**src/rtl/diff_accumulator.sv**
```systemverilog
// Batch accumulator for the 4-bit subtractor stream: saturating signed sum plus overflow-sample count.
// Latency: result valid one cycle after the N_SAMPLES-th accept; held until taken.
// Backpressure: in_ready only in ACC; DONE holds the result while out_ready is low.
module diff_accumulator #(
    parameter int N_SAMPLES = 4,
    parameter int ACC_W     = 8,
    parameter int CNT_W     = 3
) (
    input  logic             clk,
    input  logic             rst_n,
    input  logic             start,
    input  logic             in_valid,
    output logic             in_ready,
    input  logic [3:0]       diff,
    input  logic             diff_ovf,
    output logic             out_valid,
    input  logic             out_ready,
    output logic [ACC_W-1:0] sum,
    output logic [CNT_W-1:0] ovf_cnt,
    output logic             sat,
    output logic             busy
);

    typedef enum logic [1:0] {IDLE, ACC, DONE} state_t;

    localparam logic [CNT_W-1:0] LAST_CNT = CNT_W'(N_SAMPLES - 1);
    localparam logic [CNT_W-1:0] CNT_MAX  = '1;
    localparam logic [ACC_W-1:0] SUM_MAX  = {1'b0, {(ACC_W-1){1'b1}}};
    localparam logic [ACC_W-1:0] SUM_MIN  = {1'b1, {(ACC_W-1){1'b0}}};

    state_t           state;
    logic [CNT_W-1:0] sample_cnt;
    logic [ACC_W-1:0] diff_ext;
    logic [ACC_W:0]   wide_sum;
    logic             accept;
    logic             clamp_pos;
    logic             clamp_neg;

    assign diff_ext = {{(ACC_W-4){diff[3]}}, diff};
    assign wide_sum = {sum[ACC_W-1], sum} + {diff_ext[ACC_W-1], diff_ext};
    // Top two bits disagreeing means the sum left the ACC_W-bit signed range.
    assign clamp_pos = (wide_sum[ACC_W:ACC_W-1] == 2'b01);
    assign clamp_neg = (wide_sum[ACC_W:ACC_W-1] == 2'b10);
    assign accept    = in_valid & in_ready;

    always_ff @(posedge clk or negedge rst_n) begin
        if (!rst_n) begin
            state      <= IDLE;
            sample_cnt <= '0;
            sum        <= '0;
            ovf_cnt    <= '0;
            sat        <= 1'b0;
            in_ready   <= 1'b0;
            out_valid  <= 1'b0;
            busy       <= 1'b0;
        end else begin
            case (state)
                IDLE: begin
                    if (start) begin
                        state      <= ACC;
                        sample_cnt <= '0;
                        sum        <= '0;
                        ovf_cnt    <= '0;
                        sat        <= 1'b0;
                        in_ready   <= 1'b1;
                        busy       <= 1'b1;
                    end
                end
                ACC: begin
                    if (accept) begin
                        sample_cnt <= sample_cnt + 1'b1;
                        if (diff_ovf) begin
                            if (ovf_cnt != CNT_MAX)
                                ovf_cnt <= ovf_cnt + 1'b1;
                        end else if (clamp_pos) begin
                            sum <= SUM_MAX;
                            sat <= 1'b1;
                        end else if (clamp_neg) begin
                            sum <= SUM_MIN;
                            sat <= 1'b1;
                        end else begin
                            sum <= wide_sum[ACC_W-1:0];
                        end
                        if (sample_cnt == LAST_CNT) begin
                            state     <= DONE;
                            in_ready  <= 1'b0;
                            out_valid <= 1'b1;
                        end
                    end
                end
                DONE: begin
                    // start is deliberately ignored here; it must be reissued from IDLE.
                    if (out_ready) begin
                        state     <= IDLE;
                        out_valid <= 1'b0;
                        busy      <= 1'b0;
                    end
                end
                default: begin
                    state     <= IDLE;
                    in_ready  <= 1'b0;
                    out_valid <= 1'b0;
                    busy      <= 1'b0;
                end
            endcase
        end
    end

endmodule

```
**config.mk**
```make
export PLATFORM = sky130hd
export DESIGN_NAME = diff_accumulator
export DESIGN_NICKNAME = d
export VERILOG_FILES = /design/src/rtl/diff_accumulator.sv
export SDC_FILE = /design/constraint.sdc
export NUM_CORES = 1
export LEC_CHECK = 0
export CORE_MARGIN = 1.5
export CORE_UTILIZATION = 35
export CTS_CLUSTER_SIZE = 16
export DETAILED_ROUTE_END_ITERATION = 6
export PLACE_DENSITY = 0.55
export SYNTH_ARGS = -nofsm -noshare
export SYNTH_HDL_FRONTEND = slang
export SYNTH_SLANG_ARGS = --single-unit
```
**constraint.sdc**
```tcl
create_clock -name clk -period 4.1 [get_ports clk]
set_input_delay 1.025 -clock clk [delete_from_list [all_inputs] [get_ports clk]]
set_output_delay 1.025 -clock clk [all_outputs]
set_load 0.01 [all_outputs]
```
Word level (Yosys, flattened, before mapping)
Cells that the tools add are included.
- register bits: 20
- memory bits (read-only): 0
- latch bits: 0
- bits in writable memories: 0
- memories kept: 0
- multipliers: 0
- mux-type cells: 33
- shift operators: 0
- eq/ne operators: 14
- bitwise gates (word level): 4
- reductions and logical operators: 10
- div/mod/pow operators: 0
- add/subtract/negate cells: 3
- order comparisons: 0
- operators by type and width (cell ; number):
    two-way mux 8 bit ; 5
    case mux 8 bit (2 select lines) ; 1
    AND reduction 4 bit ; 4
    two-way mux 3 bit ; 5
    inequality test 2 bit, second input constant ; 7
    case mux 3 bit (2 select lines) ; 2
    two-way mux 1 bit ; 11
    AND reduction 5 bit ; 2
    adder 8 x 4 -> 9 bit ; 1
    case mux 1 bit (3 select lines) ; 3
    two-way mux 2 bit ; 4
    adder 3 x 1 -> 3 bit, second input constant ; 2
    inequality test 3 bit, second input constant ; 2
    case mux 2 bit (3 select lines) ; 1
    AND reduction 3 bit ; 2
    == test 2 x 1 -> 1 bit, second input constant ; 2
    == test 2 bit, second input constant ; 2
    == test 3 x 2 -> 1 bit, second input constant ; 1
    NOT 1 bit ; 3
    zero test 2 bit ; 1
    case mux 1 bit (2 select lines) ; 1
    nonzero test 2 bit ; 1
    AND 1 bit ; 1

Longest topological paths before layout
Gate-level depths: netlist of the first run.
- word-level depth: 7
- mapped depth: 9
- mapped depth without buffers: 9

Least setup slack after synthesis of the first run
OpenSTA, ideal clock, no wires.
- kind: input to register
- from: in diff[0]
- to: reg sum[0]
- data required time: 4032 ps
- slack: 725 ps
- stages on the path: 9
- setup time: 68 ps
- data arrival time: 3306 ps
- path buffers: 0
- cells stage by stage: ha_1 inv_1 fa_1 nand2b_1 a21oi_1 a41oi_1 ha_1 nor4_1 a221o_1
- longest elaborated chain between the ends: 7
- ends and longest elaborated chain (what ; RTL line ; RTL):
    from (decl) ; 14 ; input logic [3:0] diff,
    adder 8 x 4 -> 9 bit * ; 40 ; assign wide_sum = {sum[ACC_W-1], sum} + {diff_ext[ACC_W-1], diff_ext};
    == test 2 bit ; 43 ; assign clamp_neg = (wide_sum[ACC_W:ACC_W-1] == 2'b10);
    two-way mux 8 bit ; 78 ; end else if (clamp_neg) begin
    two-way mux 8 bit * ; 75 ; end else if (clamp_pos) begin
    two-way mux 8 bit * ; 72 ; if (diff_ovf) begin
    two-way mux 8 bit * ; 70 ; if (accept) begin
    case mux 8 bit (2 select lines) * ; 57 ; case (state)
    to (signal assigned) ; 82 ; sum <= wide_sum[ACC_W-1:0];
    to (decl) ; 18 ; output logic [ACC_W-1:0] sum,
Mark *: on every way between the ends. The rest lies on a longest branch, timed or not. The select of a mux whose other input is x is not followed.
A chain may end at the register's enable or synchronous reset.

Worst setup path after layout of the first run
- from: in diff[0]
- to: reg sum[2]
Same word-level chain as after synthesis.

==> results.md, run 1 <==
- Clock-pin slew on the worst setup and hold paths: around 80 ps
- Commonest cells after routing, fill and taps aside: 24 x clkdlybuf4s50_1, 20 x dfrtp_1, 13 x ha_1
- Synth warnings: 0
- Most common cell after layout, fill and taps aside: clkdlybuf4s50_1
- Cell area after placement: around 0.0016 sq mm
- RSZ-0062 raised after global routing: false
- Port buffer count: 24
- Aggregate global routing overflow: 0
- Post-cts sizing count: 0
- Final GP Congestion: ~0.74
- Core area: ~0.0036 sq mm
- Die Y-Extent: 64.1 um
- Comb pwr share: 57.0%
- Initial antenna violation count: 0
- Post-route ant nets: 0
- Setup Total Neg Slack: 0 ps
- Clk sink count: 20
- Syn Nets: between 150 and 200
- Post-DP HPWL: between 2000 and 2500 um
- Synth Register Bits: 20
- Fin area: 0.00164 sq mm
- Crit path launch: diff[0]
- Full die area: a little over 0.004 sq mm
- Io pins: 25
- Vias: around 1100
- Post-synthesis sequential area ratio: 38.3%
- Share of layout cells above drive strength 1: 5.73%
- Antenna diode count: 0
- CTS Buffer Depth: 2
- First-pass GRT wire length: approximately 4800 um
- Worst Hold Launch: sample_cnt[2]
- Flop pwr share: 30.9%
- Insertion delay to the later sink of the worst-skew pair: 250 ps
- CTS tree: built
- Lkg Pwr: about 0.74 nW
- Final-stage net count: roughly 180
- R2R Path Start: sum[0]
- Initial Utilization: between 30% and 40%
- Clock share of power: between 10% and 20%
- First-iteration detailed-routing DRC count: 56
- Crit path DAT: 3710 ps
- Remaining DRCs: 0
- Status: completed
- Min cycle time layout: 3520 ps
- Clock Skew: ~4.3 ps
- Tot GR Track Use: between 10% and 20%
- Worst slew pin tran: about 870 ps
- Power per cell area: about 750 mW/mm^2
- Max cap viols: 0
- Max-slew violations: 0
- EDFF count, synth: 0
- Post-synthesis async set-or-reset flop share: between 90% and 100%
- Htree depth: 1
- F_max: 284 MHz
- Switching Power: just under 500 uW
- Power Internal: 739 uW
- Critical path type: in -> reg
- Hold Vio Cnt, Final: 0
- Layout Area Growth over Synthesis: 25.7%
- Inserted Clock Buffers: 3
- Max VDD drop: approximately 0.00024 V
- Wire per inst: 13.7 um
- Total Routed Length: approximately 2800 um
- First-pass DRT Iterations: 4
- Row count: 22
- Largest net degree at the start of global routing: 21
- Post-synth cell types: 39
- Final WS setup: a little under 600 ps
- Cell count after synthesis: ~130
- CP Launch Type: primary input
- Slew HR: roughly two fifths
- Critical path fanouts, max: 7
- Hold Crit Class: reg -> reg
- Sw Ratio: between 30% and 40%
- Mapped cell area: approximately 0.0013 sq mm
- Clock root cell: clkbuf_8
- Setup-failing EPs final: 0
- Part of the cycle the worst path needs: between 80% and 90%
- Hold Buf Count CTS: 0
- Routed vias/inst: roughly 5.2
- Pre-CTS setup slack: approximately 350 ps
- Vias in the first global route: roughly 1000
- Top_reg_cell synth: dfrtp_1
- Postcts setup bufs: 0
- CP Capture Type: register
- DIE WIDTH: around 64 um
- Data required, critical path: about 4300 ps
- Post-Synthesis Mean Instance Area: 9.98 sq um
-- worst max-delay path, cell delays in order --
cell	delay, ps
clkdlybuf4s50_1	460
ha_1	190
inv_1	70
fa_1	410
nand2b_1	170
a21oi_1	260
a41oi_1	250
ha_1	250
nor4_1	270
buf_4	190
a221o_1	160
-- state kept, by name, indices dropped and copies added, names as in the netlist --
name        cells
sum             8
ovf_cnt         3
sample_cnt      3
state           2
busy            1
in_ready        1
out_valid       1
sat             1
-- per-layer routing --
layer / GRT usage (%) / wire length [um] / part of all wire [%] / vias to the layer above
met4: 3.19 / 12 / 0.43 / 0
met2: 22.1 / 1270 / 45 / 25
li1: - / - / - / 541
met3: 2.11 / 134 / 4.8 / 2
met1: 22.3 / 1390 / 49 / 502
met5: 0 / 0 / 0 / -
-- stage by stage --
stage          instances  util, %  hold slack (ps)  total power [mW]
6_report             205     45.2              517              1.23
5_1_grt              205     45.2              544              1.34
4_1_cts              205     45.2              520              1.24
3_5_place_dp         201     43.7              504              1.09
3_3_place_gp         201     43.7              494              1.08
2_1_floorplan        131        -              472             0.842
-- cells in the mapped netlist (2+ instances only) --
library cell / count / share of area (%)
nand2_1: 9 / 2.6
buf_6: 2 / 1.7
a221o_1: 7 / 5.4
o21ai_0: 9 / 3.4
nand2b_1: 2 / 0.96
a31oi_1: 3 / 1.4
xnor2_1: 4 / 2.7
nand3_1: 2 / 0.77
a21o_1: 5 / 2.9
a22oi_1: 2 / 1.1
a21oi_1: 6 / 2.3
inv_1: 9 / 2.6
nand4b_1: 3 / 2.0
a211o_1: 3 / 2.0
ha_1: 13 / 12
and2_1: 2 / 0.96
nor3_1: 3 / 1.1
nor2_1: 6 / 1.7
nor2b_1: 2 / 0.96
dfrtp_1: 20 / 38
-- area by class of cell --
cell class,instances,area (sq um)
multi-input cells,98,741
inverters,10,40.0
flip-flops and latches,20,500
clock buffers,4,55.1
well taps,48,60.1
fillers,376,1990
repair buffers,25,248
-- kinds of logic after synthesis --
group | synth area share (%)
compound gates | 24.3
xor+xnor | 3.35
fa+ha+maj | 14.0
buf+inv | 5.07
flops | 38.3
mux | 0.861
simple gates | 14.2
-- path summary, 6_finish.rpt --
path,endpoint,slack [ps],cells after the start
min reg2reg,sample_cnt[2],520,2
max in group asynchronous,in_ready,2300,1
max,sum[2],580,11
min,sample_cnt[2],520,2
max reg2reg,sum[2],1410,10
min in group asynchronous,sum[2],1260,1
-- power by group through the flow --
stage	sequential, mW	combinational [mW]	clock, mW
global route	0.394	0.785	0.161
detailed placement	0.383	0.706	0
global placement	0.381	0.697	0
floorplan	0.384	0.458	0
finish	0.380	0.700	0.148
CTS	0.381	0.707	0.154
(Power assumes the default switching activity.)
==> run 2: changes to the inputs <==
--- a/config.mk
+++ b/config.mk
@@ -5,6 +5,7 @@
 export SDC_FILE = /design/constraint.sdc
 export NUM_CORES = 1
 export LEC_CHECK = 0
+export CORE_ASPECT_RATIO = 1.2
 export CORE_MARGIN = 1.5
 export CORE_UTILIZATION = 35
 export CTS_CLUSTER_SIZE = 16
==> results.md, run 2 (synthesized netlist as in run 1, its figures left out) <==
- Postcts setup bufs: 0 (unchanged)
- Clock root cell: clkbuf_8
- Clock-pin slew on the worst setup and hold paths: 70 ps (about the same)
- Slew HR: 40.5% (-1.5 points)
- Data required, critical path: 4290 ps (about the same)
- Htree depth: 1 (unchanged)
- Row count: 24 (+9.1%)
- Multi-input gate area: 741 sq um (unchanged)
- Tot GR Track Use: 15.2% (+0.47 points)
- Total power: 1.23 mW (-0.11%)
- Worst slew pin tran: 889 ps (+21.8 ps)
- Max cap viols: 0 (unchanged)
- CP Capture Type: register
- Setup Total Neg Slack: 0 ps (unchanged)
- Power per cell area: 751 mW/mm^2 (+0.58%)
- Post-DP HPWL: 2120 um (-2.4%)
- Max-slew violations: 0 (unchanged)
- WP depth: 11 (unchanged)
- Status: completed
- Critical path fanouts, max: 7 (unchanged)
- Setup-failing EPs final: 0 (unchanged)
- Hold Crit Depth: 2 (unchanged)
- Clk sink count: 20 (unchanged)
- CP Buf/Inv Count: 3 (unchanged)
- Final GP Congestion: 0.729 (-1.2%)
- Max VDD drop: 0.000259 V (+9.7%)
- Most common cell after layout, fill and taps aside: clkdlybuf4s50_1
- FILL cells: 354 (-5.9%)
- Die Y-Extent: 70.0 um (+9.1%)
- Critical path type: in -> reg
- Io pins: 25 (unchanged)
- Vias in the first global route: 1096 (+6.2%)
- Post-cts sizing count: 0 (unchanged)
- CP dominant cell by count: ha_1
- Final-stage net count: 182 (unchanged)
- RSZ-0062 raised after global routing: false
- F_max: 292 MHz (+2.7%)
- CP Launch Type: primary input
- Core area: 0.00360 sq mm (-0.83%)
- CTS tree: built
- Layout Area Growth over Synthesis: 24.9%
- Routed vias/inst: 5.43 (+4.1%)
- Hold Buf Count CTS: 0 (unchanged)
- Aggregate global routing overflow: 0 (unchanged)
- Slowest stage cell on the critical path: clkdlybuf4s50_1
- Max reg flops: 8 (unchanged)
- Min cycle time layout: 3430 ps (-91.6 ps)
- Crit path DAT: 3620 ps (-90 ps)
- Lkg Pwr: 0.741 nW (unchanged)
- DIE WIDTH: 58.8 um (-8.3%)
- First-pass DRT Iterations: 4 (unchanged)
- Cells along the critical path: clkdlybuf4s50_1 -> ha_1 -> inv_1 -> fa_1 -> nand2b_1 -> a21oi_1 -> a41oi_1 -> ha_1 -> nor4_1 -> buf_4 -> a221o_1
- Port buffer count: 24 (unchanged)
- CP peak stage delay: 460 ps (about the same)
- First-iteration detailed-routing DRC count: 56 (unchanged)
- Hold Vio Cnt, Final: 0 (unchanged)
- Initial antenna violation count: 0 (unchanged)
- Largest net degree at the start of global routing: 21 (unchanged)
- Vias: 1065 (-0.47%)
- Sw Ratio: 39.7% (-0.10 points)
- CP top delay family: adder cells
- Power Internal: 740 uW (about the same)
- Wire per inst: 14.3 um (+4.1%)
- Commonest cells after routing, fill and taps aside: 24 x clkdlybuf4s50_1, 20 x dfrtp_1, 13 x ha_1
- Hold Crit Class: reg -> reg
- Clock share of power: 12.1% (about the same)
- Share of layout cells above drive strength 1: 5.73% (unchanged)
- Initial Utilization: 36.3% (+0.30 points)
- Clock Skew: 2.81 ps (-1.46 ps)
- Biggest regs: sum (8), ovf_cnt (3), sample_cnt (3)
- Total Routed Length: 2800 um (-0.50%)
- Remaining DRCs: 0 (unchanged)
- FF/Latch Area: 500 sq um (unchanged)
- Insertion delay to the later sink of the worst-skew pair: 250 ps (about the same)
- Switching Power: 487 uW (-0.37%)
- CTS Buffer Depth: 2 (unchanged)
- Part of the cycle the worst path needs: 83.6% (-2.2 points)
- Inserted Clock Buffers: 3 (unchanged)
- First-pass GRT wire length: 4910 um (+1.6%)
- Flop pwr share: 31.1% (+0.2 points)
- Antenna diode count: 0 (unchanged)
- Largest Register: sum
- Full die area: 0.00411 sq mm (about the same)
- Comb pwr share: 56.8% (-0.2 points)
- Post-route ant nets: 0 (unchanged)
- R2R cell count: 10 (unchanged)
## run 2: worst paths after layout
check | start | slack (ps) | endpoint
max in group asynchronous | rst_n | 2280 | state[0]
min in group asynchronous | rst_n | 1270 | busy
min reg2reg | sample_cnt[2] | 520 | sample_cnt[2]
min | sample_cnt[2] | 520 | sample_cnt[2]
max | diff[0] | 670 | sum[6]
max reg2reg | sum[0] | 1500 | sum[6]
## run 2: worst min-delay path: stages (launching register included)
cell     delay (ps)
dfrtp_1         380
nand2_1          50
o21ai_0          60
## run 2: area by class of cell
class                   count  area share (%)
clock buffers               4            3.37
inverters                  10            2.45
multi-input cells          98            45.4
flip-flops and latches     20            30.7
well taps                  39            2.99
repair buffers             25            15.2
## run 2: power groups by stage
stage / clock (mW) / combinational, mW / sequential (mW)
CTS: 0.155 / 0.704 / 0.380
detailed placement: 0 / 0.702 / 0.381
global placement: 0 / 0.692 / 0.381
global route: 0.164 / 0.787 / 0.395
finish: 0.148 / 0.697 / 0.381
floorplan: 0 / 0.458 / 0.384
## run 2: per-stage QoR
stage / cell area, sq um / worst slack (ps) / std cells / utilization (%) / hold slack [ps]
after floorplan: 1310 / 725 / 131 / - / 472
after global placement: 1580 / 449 / 192 / 43.8 / 491
after detailed placement: 1580 / 387 / 192 / 43.8 / 511
after CTS: 1630 / 652 / 196 / 45.3 / 528
after global routing: 1630 / 473 / 196 / 45.3 / 572
final: 1630 / 672 / 196 / 45.3 / 522
## run 2: routing by layer
layer,part of all wire [%],vias to the layer above,track usage (%)
met5,0,-,0
met4,0.97,0,6.06
met3,2.4,2,1.67
met2,48,17,23.8
met1,49,501,20.9
li1,-,545,-
